### src/rtl/sysid_probe_master.sv
// sysid_probe_master: Avalon-MM read master that fetches and checks the system ID and build timestamp
module sysid_probe_master #(
  parameter logic [31:0] EXPECTED_ID        = 32'hDEADBEEF,
  parameter logic [31:0] EXPECTED_TIMESTAMP = 32'h5B92B311,
  parameter int          READ_LATENCY       = 0,
  parameter int          TIMEOUT_CYCLES     = 255,
  parameter bit          AUTO_START         = 1'b1
) (
  input  logic        clock,
  input  logic        reset,
  input  logic        start,
  output logic        avm_address,
  output logic        avm_read,
  input  logic [31:0] avm_readdata,
  input  logic        avm_waitrequest,
  output logic        busy,
  output logic        done,
  output logic        id_ok,
  output logic        ts_ok,
  output logic        timeout_err,
  output logic [31:0] id_value,
  output logic [31:0] ts_value
);
  typedef enum logic [2:0] {IDLE, ID_CMD, ID_WAIT, TS_CMD, TS_WAIT, DONE} state_t;
  state_t state, state_nx;
  logic [15:0] tmo_cnt;
  logic [1:0] lat_cnt;
  logic auto_pend, is_cmd, is_wait, is_ts, accept, capture, expired, launch;
  always_comb begin
    is_cmd = state == ID_CMD || state == TS_CMD;
    is_wait = state == ID_WAIT || state == TS_WAIT;
    is_ts = state == TS_CMD || state == TS_WAIT;
    accept = is_cmd && !avm_waitrequest;
    capture = (accept && READ_LATENCY == 0) || (is_wait && lat_cnt == 2'(READ_LATENCY));
    expired = (is_cmd || is_wait) && tmo_cnt >= 16'(TIMEOUT_CYCLES - 1);
    launch = (state == IDLE && (start || auto_pend)) || (state == DONE && start);
    // acceptance and capture take priority over an expiring timeout
    state_nx = launch ? ID_CMD :
               capture ? (is_ts ? DONE : TS_CMD) :
               accept ? (is_ts ? TS_WAIT : ID_WAIT) :
               expired ? DONE : state;
    avm_read = is_cmd;
    avm_address = is_ts;
    busy = state != IDLE && state != DONE;
    done = state == DONE;
  end
  always_ff @(posedge clock or posedge reset) begin
    if (reset) begin
      state <= IDLE;
      auto_pend <= AUTO_START;
      tmo_cnt <= '0;
      lat_cnt <= '0;
      id_ok <= 1'b0;
      ts_ok <= 1'b0;
      timeout_err <= 1'b0;
      id_value <= '0;
      ts_value <= '0;
    end else begin
      state <= state_nx;
      auto_pend <= 1'b0;
      tmo_cnt <= (state_nx != state && (state_nx == ID_CMD || state_nx == TS_CMD)) ? '0 :
                 (is_cmd || is_wait) ? tmo_cnt + 16'd1 : tmo_cnt;
      lat_cnt <= accept ? 2'd1 : is_wait ? lat_cnt + 2'd1 : lat_cnt;
      if (launch) begin
        id_ok <= 1'b0;
        ts_ok <= 1'b0;
        timeout_err <= 1'b0;
        id_value <= '0;
        ts_value <= '0;
      end else if (capture && is_ts) begin
        ts_value <= avm_readdata;
        ts_ok <= avm_readdata == EXPECTED_TIMESTAMP;
      end else if (capture) begin
        id_value <= avm_readdata;
        id_ok <= avm_readdata == EXPECTED_ID;
      end else if (expired && !accept) begin
        timeout_err <= 1'b1;
      end
    end
  end
endmodule
### config.mk
export PLATFORM = sky130hd
export DESIGN_NAME = sysid_probe_master
export DESIGN_NICKNAME = d
export VERILOG_FILES = /design/src/rtl/sysid_probe_master.sv
export SDC_FILE = /design/constraint.sdc
export NUM_CORES = 1
export LEC_CHECK = 0
export CAP_MARGIN = 10
export CORE_MARGIN = 8
export CORE_UTILIZATION = 44
export CTS_CLUSTER_DIAMETER = 80
export DETAILED_ROUTE_END_ITERATION = 16
export PLACE_DENSITY = 0.72
export SLEW_MARGIN = 20
export SYNTH_ARGS = -nofsm -noshare
export SYNTH_HDL_FRONTEND = slang
export SYNTH_SLANG_ARGS = --single-unit
### constraint.sdc
create_clock -name clock -period 2.86 [get_ports clock]
set_clock_uncertainty 0.1 [all_clocks]
set_input_delay 0.429 -clock clock [delete_from_list [all_inputs] [get_ports clock]]
set_output_delay 0.429 -clock clock [all_outputs]
set_load 0.02 [all_outputs]
==> Implementation_results.wiki, run 1 <==
{| class="wikitable"
! Metric !! Value
|-
| Fraction of final layout cells with drive strength greater than 1 || under 10%
|-
| Clock transition time at the flip-flop clock pins of the worst setup and hold paths || ~100 ps
|-
| DIE HEIGHT || between 100 and 150 um
|-
| Total clock buffers created by CTS || 9
|-
| CTS tree || yes
|-
| Filler Cells Inserted || between 700 and 800
|-
| Number of H-tree levels || 3
|-
| Top cells by count, synth || 136 x sky130_fd_sc_hd__nand2_1, 88 x sky130_fd_sc_hd__dfrtp_1, 74 x sky130_fd_sc_hd__a21oi_1
|-
| MaxCap Viol Count || 0
|-
| DP Wirelength || just over 8000 um
|-
| Top cell type's share of synthesized area || a little over half
|-
| Final-report max-slew violation count || 0
|-
| Top cells by area in the synthesized netlist || sky130_fd_sc_hd__dfrtp_1 53%, sky130_fd_sc_hd__nand2_1 12%, sky130_fd_sc_hd__a21oi_1 8.8%
|-
| Arrival time at the worst endpoint || 2160 ps
|-
| Post-synthesis average cell area || 9.129 sq um
|-
| Maximum net fanout on the critical path || 18
|-
| Routed Antenna Nets || 0
|-
| Total count of hold-check failures in the final report || 0
|-
| Critical path required time || roughly 2300 ps
|-
| Clk buf depth || 2
|-
| Cells after Synth || roughly 460
|-
| Combined area of the multi-input logic cells || ~0.0018 sq mm
|-
| Buffer cell driving the clock tree root || sky130_fd_sc_hd__clkbuf_8
|-
| Total number of placement rows || 35
|-
| Post-synth net total || around 500
|-
| Setup Viol. Count Final || 0
|-
| Worst-Margin Slew || 705.5 ps
|-
| Count of clock tree sinks || 89
|-
| Detailed Route WL || ~12000 um
|-
| Initial core utilization || between 40% and 50%
|-
| Outcome || finished clean
|-
| Yosys reg bits || 89
|-
| Port bufs || ~110
|-
| Via count of the first global-routing pass || around 3600
|-
| Count of buffers added by post-CTS timing repair for setup || 0
|-
| Worst min-delay path class || in -> async
|-
| Share of the cycle needed by the critical path after routing || a little over nine tenths
|-
| Max VDD drop || between 0.3 and 0.4 mV
|-
| Post-detailed-route DRC marker count || 0
|-
| Layout area overhead || 32.79%
|-
| Number of I/O pins || ~110
|-
| Unrepaired setup endpoints after global routing || no
|-
| Yosys synthesis warning count || 0
|-
| Mapped Area || 0.004190 sq mm
|-
| Total routing resource utilization after global routing || about 18%
|-
| Prevailing post-synth register cell || sky130_fd_sc_hd__dfrtp_1
|-
| Routability congestion estimate || 0.7997
|-
| Leakage power of the design || 2.295 nW
|-
| Number of antenna violations at the first check in global routing || 0
|-
| Count of vias placed by the detailed router || approximately 3700
|-
| Global-route wire length before repair || 18640 um
|-
| Violation count after the first detailed-route iteration || between 200 and 300
|-
| Type of destination of the critical path || output pin
|-
| Count of antenna diodes in the layout || 0
|-
| Stage delay of the slowest cell on the critical path || 710 ps
|-
| Power per standard cell area || between 900 and 1000 mW/mm^2
|-
| Via density || around 5.4
|-
| Post-cts gate resize count || 0
|-
| Category of the worst setup path launch point || flop
|-
| Fraction of the yosys area taken by sequential cells || between 50% and 60%
|-
| Cell with the most instances after synthesis || sky130_fd_sc_hd__nand2_1
|-
| Clock latency reported for the late side of the worst-skew pair || about 350 ps
|-
| Clock period minus worst slack || ~2700 ps
|-
| Net count of the finished layout || just under 600
|-
| Router iterations before antenna repair || 5
|-
| Routed length per instance || between 15 and 20 um
|-
| Remaining Overflow, GRT || 0
|-
| Max-Slew Margin vs Limit || between 50% and 60%
|-
| Storage element area || ~0.0022 sq mm
|-
| Area of the die || roughly 0.013 sq mm
|-
| Proportion of synthesized flip-flops having asynchronous set or reset || 100.0%
|-
| Hold-fix buffers, CTS || 0
|-
| Cell type of the slowest stage on the worst timing path || sky130_fd_sc_hd__dfrtp_1
|-
| Total power after layout || approximately 5 mW
|-
| Setup Total Neg Slack || 0 ps
|-
| Critical path start-end classification || reg -> out
|-
| Peak clock frequency supported by timing || 372.3 MHz
|-
| Area of the core region || 0.009240 sq mm
|-
| Synth area leader || sky130_fd_sc_hd__dfrtp_1
|-
| Number of distinct library cells after synthesis || 51
|-
| Die X || between 100 and 150 um
|-
| Pin count of the biggest net entering global routing || between 40 and 50
|-
| Number of enable-type register cells in the synthesized netlist || 0
|-
| Worst-path cell chain || xor2_1, or2_2, clkdlybuf4s50_1
|}
[worst max-delay path, delay by kind of cell, from the launching register on]
kind	cells	cell delay, ps
flops	1	710
buf+inv	1	590
xor+xnor	1	330
simple gates	1	170
[layout by cell type, fill, tap and decap left out, types with 2 or more instances in the layout]
| master | synthesis | layout |
|---|---|---|
| sky130_fd_sc_hd__a21oi_1 | 74 | 74 |
| sky130_fd_sc_hd__and2_1 | 2 | 2 |
| sky130_fd_sc_hd__and3_1 | 4 | 4 |
| sky130_fd_sc_hd__and4_1 | 3 | 3 |
| sky130_fd_sc_hd__buf_4 | 1 | 8 |
| sky130_fd_sc_hd__clkbuf_8 | 0 | 9 |
| sky130_fd_sc_hd__clkdlybuf4s50_1 | 0 | 106 |
| sky130_fd_sc_hd__dfrtp_1 | 88 | 88 |
| sky130_fd_sc_hd__ha_1 | 3 | 3 |
| sky130_fd_sc_hd__inv_1 | 9 | 8 |
| sky130_fd_sc_hd__inv_6 | 0 | 2 |
| sky130_fd_sc_hd__inv_8 | 0 | 2 |
| sky130_fd_sc_hd__nand2_1 | 136 | 136 |
| sky130_fd_sc_hd__nand2b_1 | 3 | 3 |
| sky130_fd_sc_hd__nand3_1 | 3 | 3 |
| sky130_fd_sc_hd__nand3_4 | 2 | 2 |
| sky130_fd_sc_hd__nand3b_1 | 3 | 3 |
| sky130_fd_sc_hd__nand4_1 | 7 | 7 |
| sky130_fd_sc_hd__nand4b_1 | 5 | 5 |
| sky130_fd_sc_hd__nor2_1 | 13 | 12 |
| sky130_fd_sc_hd__nor2b_1 | 4 | 4 |
| sky130_fd_sc_hd__nor3_1 | 3 | 3 |
| sky130_fd_sc_hd__nor4_1 | 3 | 3 |
| sky130_fd_sc_hd__nor4b_1 | 3 | 3 |
| sky130_fd_sc_hd__nor4bb_1 | 2 | 2 |
| sky130_fd_sc_hd__o211ai_1 | 2 | 2 |
| sky130_fd_sc_hd__o21ai_0 | 10 | 10 |
| sky130_fd_sc_hd__o22ai_1 | 2 | 2 |
| sky130_fd_sc_hd__o31ai_1 | 5 | 5 |
| sky130_fd_sc_hd__or2_2 | 4 | 4 |
| sky130_fd_sc_hd__or3_1 | 4 | 4 |
| sky130_fd_sc_hd__or4_1 | 5 | 5 |
| sky130_fd_sc_hd__xor2_1 | 8 | 8 |
[power breakdown]
group | leakage, nW | switching [mW] | internal [mW]
logic | 1.03 | 1.30 | 1.01
clock network | 0.104 | 0.495 | 0.424
registers | 1.16 | 0.273 | 1.61
total | 2.29 | 2.07 | 3.04
[logic make-up after synthesis]
| family | count (synthesis) | share of synthesized area, % |
|---|---|---|
| other | 1 | 0.08949 |
| AND/OR/NAND/NOR | 214 | 25.02 |
| AO/OA/AOI/OAI | 102 | 14.21 |
| buffers and inverters | 40 | 4.479 |
| flip-flops | 89 | 53.18 |
| adder cells (fa/ha/maj) | 3 | 0.8959 |
| multiplexers | 1 | 0.2389 |
| XOR/XNOR | 9 | 1.881 |
[per-stage QoR]
step | cell area (sq um) | std cells | hold slack, ps | utilization (%) | setup slack, ps
2_1_floorplan | 4190 | 459 | 410.5 | - | 25.75
3_5_place_dp | 5354 | 672 | 410.3 | 57.94 | 447.9
3_3_place_gp | 5354 | 672 | 397.5 | 57.94 | 515.8
5_1_grt | 5564 | 688 | 403.3 | 60.22 | 51.81
6_report | 5564 | 688 | 346.7 | 60.22 | 173.7
4_1_cts | 5564 | 688 | 348.4 | 60.22 | 156.2
[final cells by class]
| cell class | count | share of cell area (%) |
|---|---|---|
| Sequential cell | 89 | 40.05 |
| Timing Repair Buffer | 115 | 20.51 |
| Clock buffer | 9 | 2.226 |
| Multi-Input combinational cell | 330 | 32.13 |
| Tap cell | 129 | 2.901 |
| Clock inverter | 7 | 1.552 |
| Inverter | 9 | 0.6296 |
[registers in the layout, indices dropped and copies added (netlist names)]
register and cells:
ts_value 32, ts_ok 1, auto_pend 1, id_ok 1
timeout_err 1, state 3, id_value 32, lat_cnt 2
tmo_cnt 16
[layer usage]
| metal | track usage (%) | part of all wire, % | vias up |
|---|---|---|---|
| li1 | - | - | 1753 |
| met1 | 23.00 | 43 | 1798 |
| met2 | 28.44 | 48 | 120 |
| met3 | 4.649 | 6.3 | 13 |
| met4 | 5.861 | 1.8 | 0 |
| met5 | 0 | 0 | - |
[final timing paths]
path                                              start                  endpoint  slack (ps)  depth (start not counted)
max in group asynchronous                         reset   id_value[0]$_DFFE_PP0P_        1630                          3
min in group clock              ts_value[4]$_DFFE_PP0P_   ts_value[4]$_DFFE_PP0P_         430                          2
worst max-delay path                 state[2]$_DFF_PP0_                      busy         170                          3
worst min register to register  ts_value[4]$_DFFE_PP0P_   ts_value[4]$_DFFE_PP0P_         430                          2
worst max register to register       state[2]$_DFF_PP0_  ts_value[11]$_DFFE_PP0P_         520                          5
worst min-delay path                              reset  id_value[10]$_DFFE_PP0P_         350                          2
No activity file was read; power rests on OpenSTA's default activity.
==> inputs of run 2 (changes only) <==
--- a/config.mk
+++ b/config.mk
@@ -5,7 +5,7 @@
 export SDC_FILE = /design/constraint.sdc
 export NUM_CORES = 1
 export LEC_CHECK = 0
-export CAP_MARGIN = 10
+export CAP_MARGIN = 20
 export CORE_MARGIN = 8
 export CORE_UTILIZATION = 44
 export CTS_CLUSTER_DIAMETER = 80
==> results of run 2 <==
Final layout, timing and power as in run 1 (identical DEF).
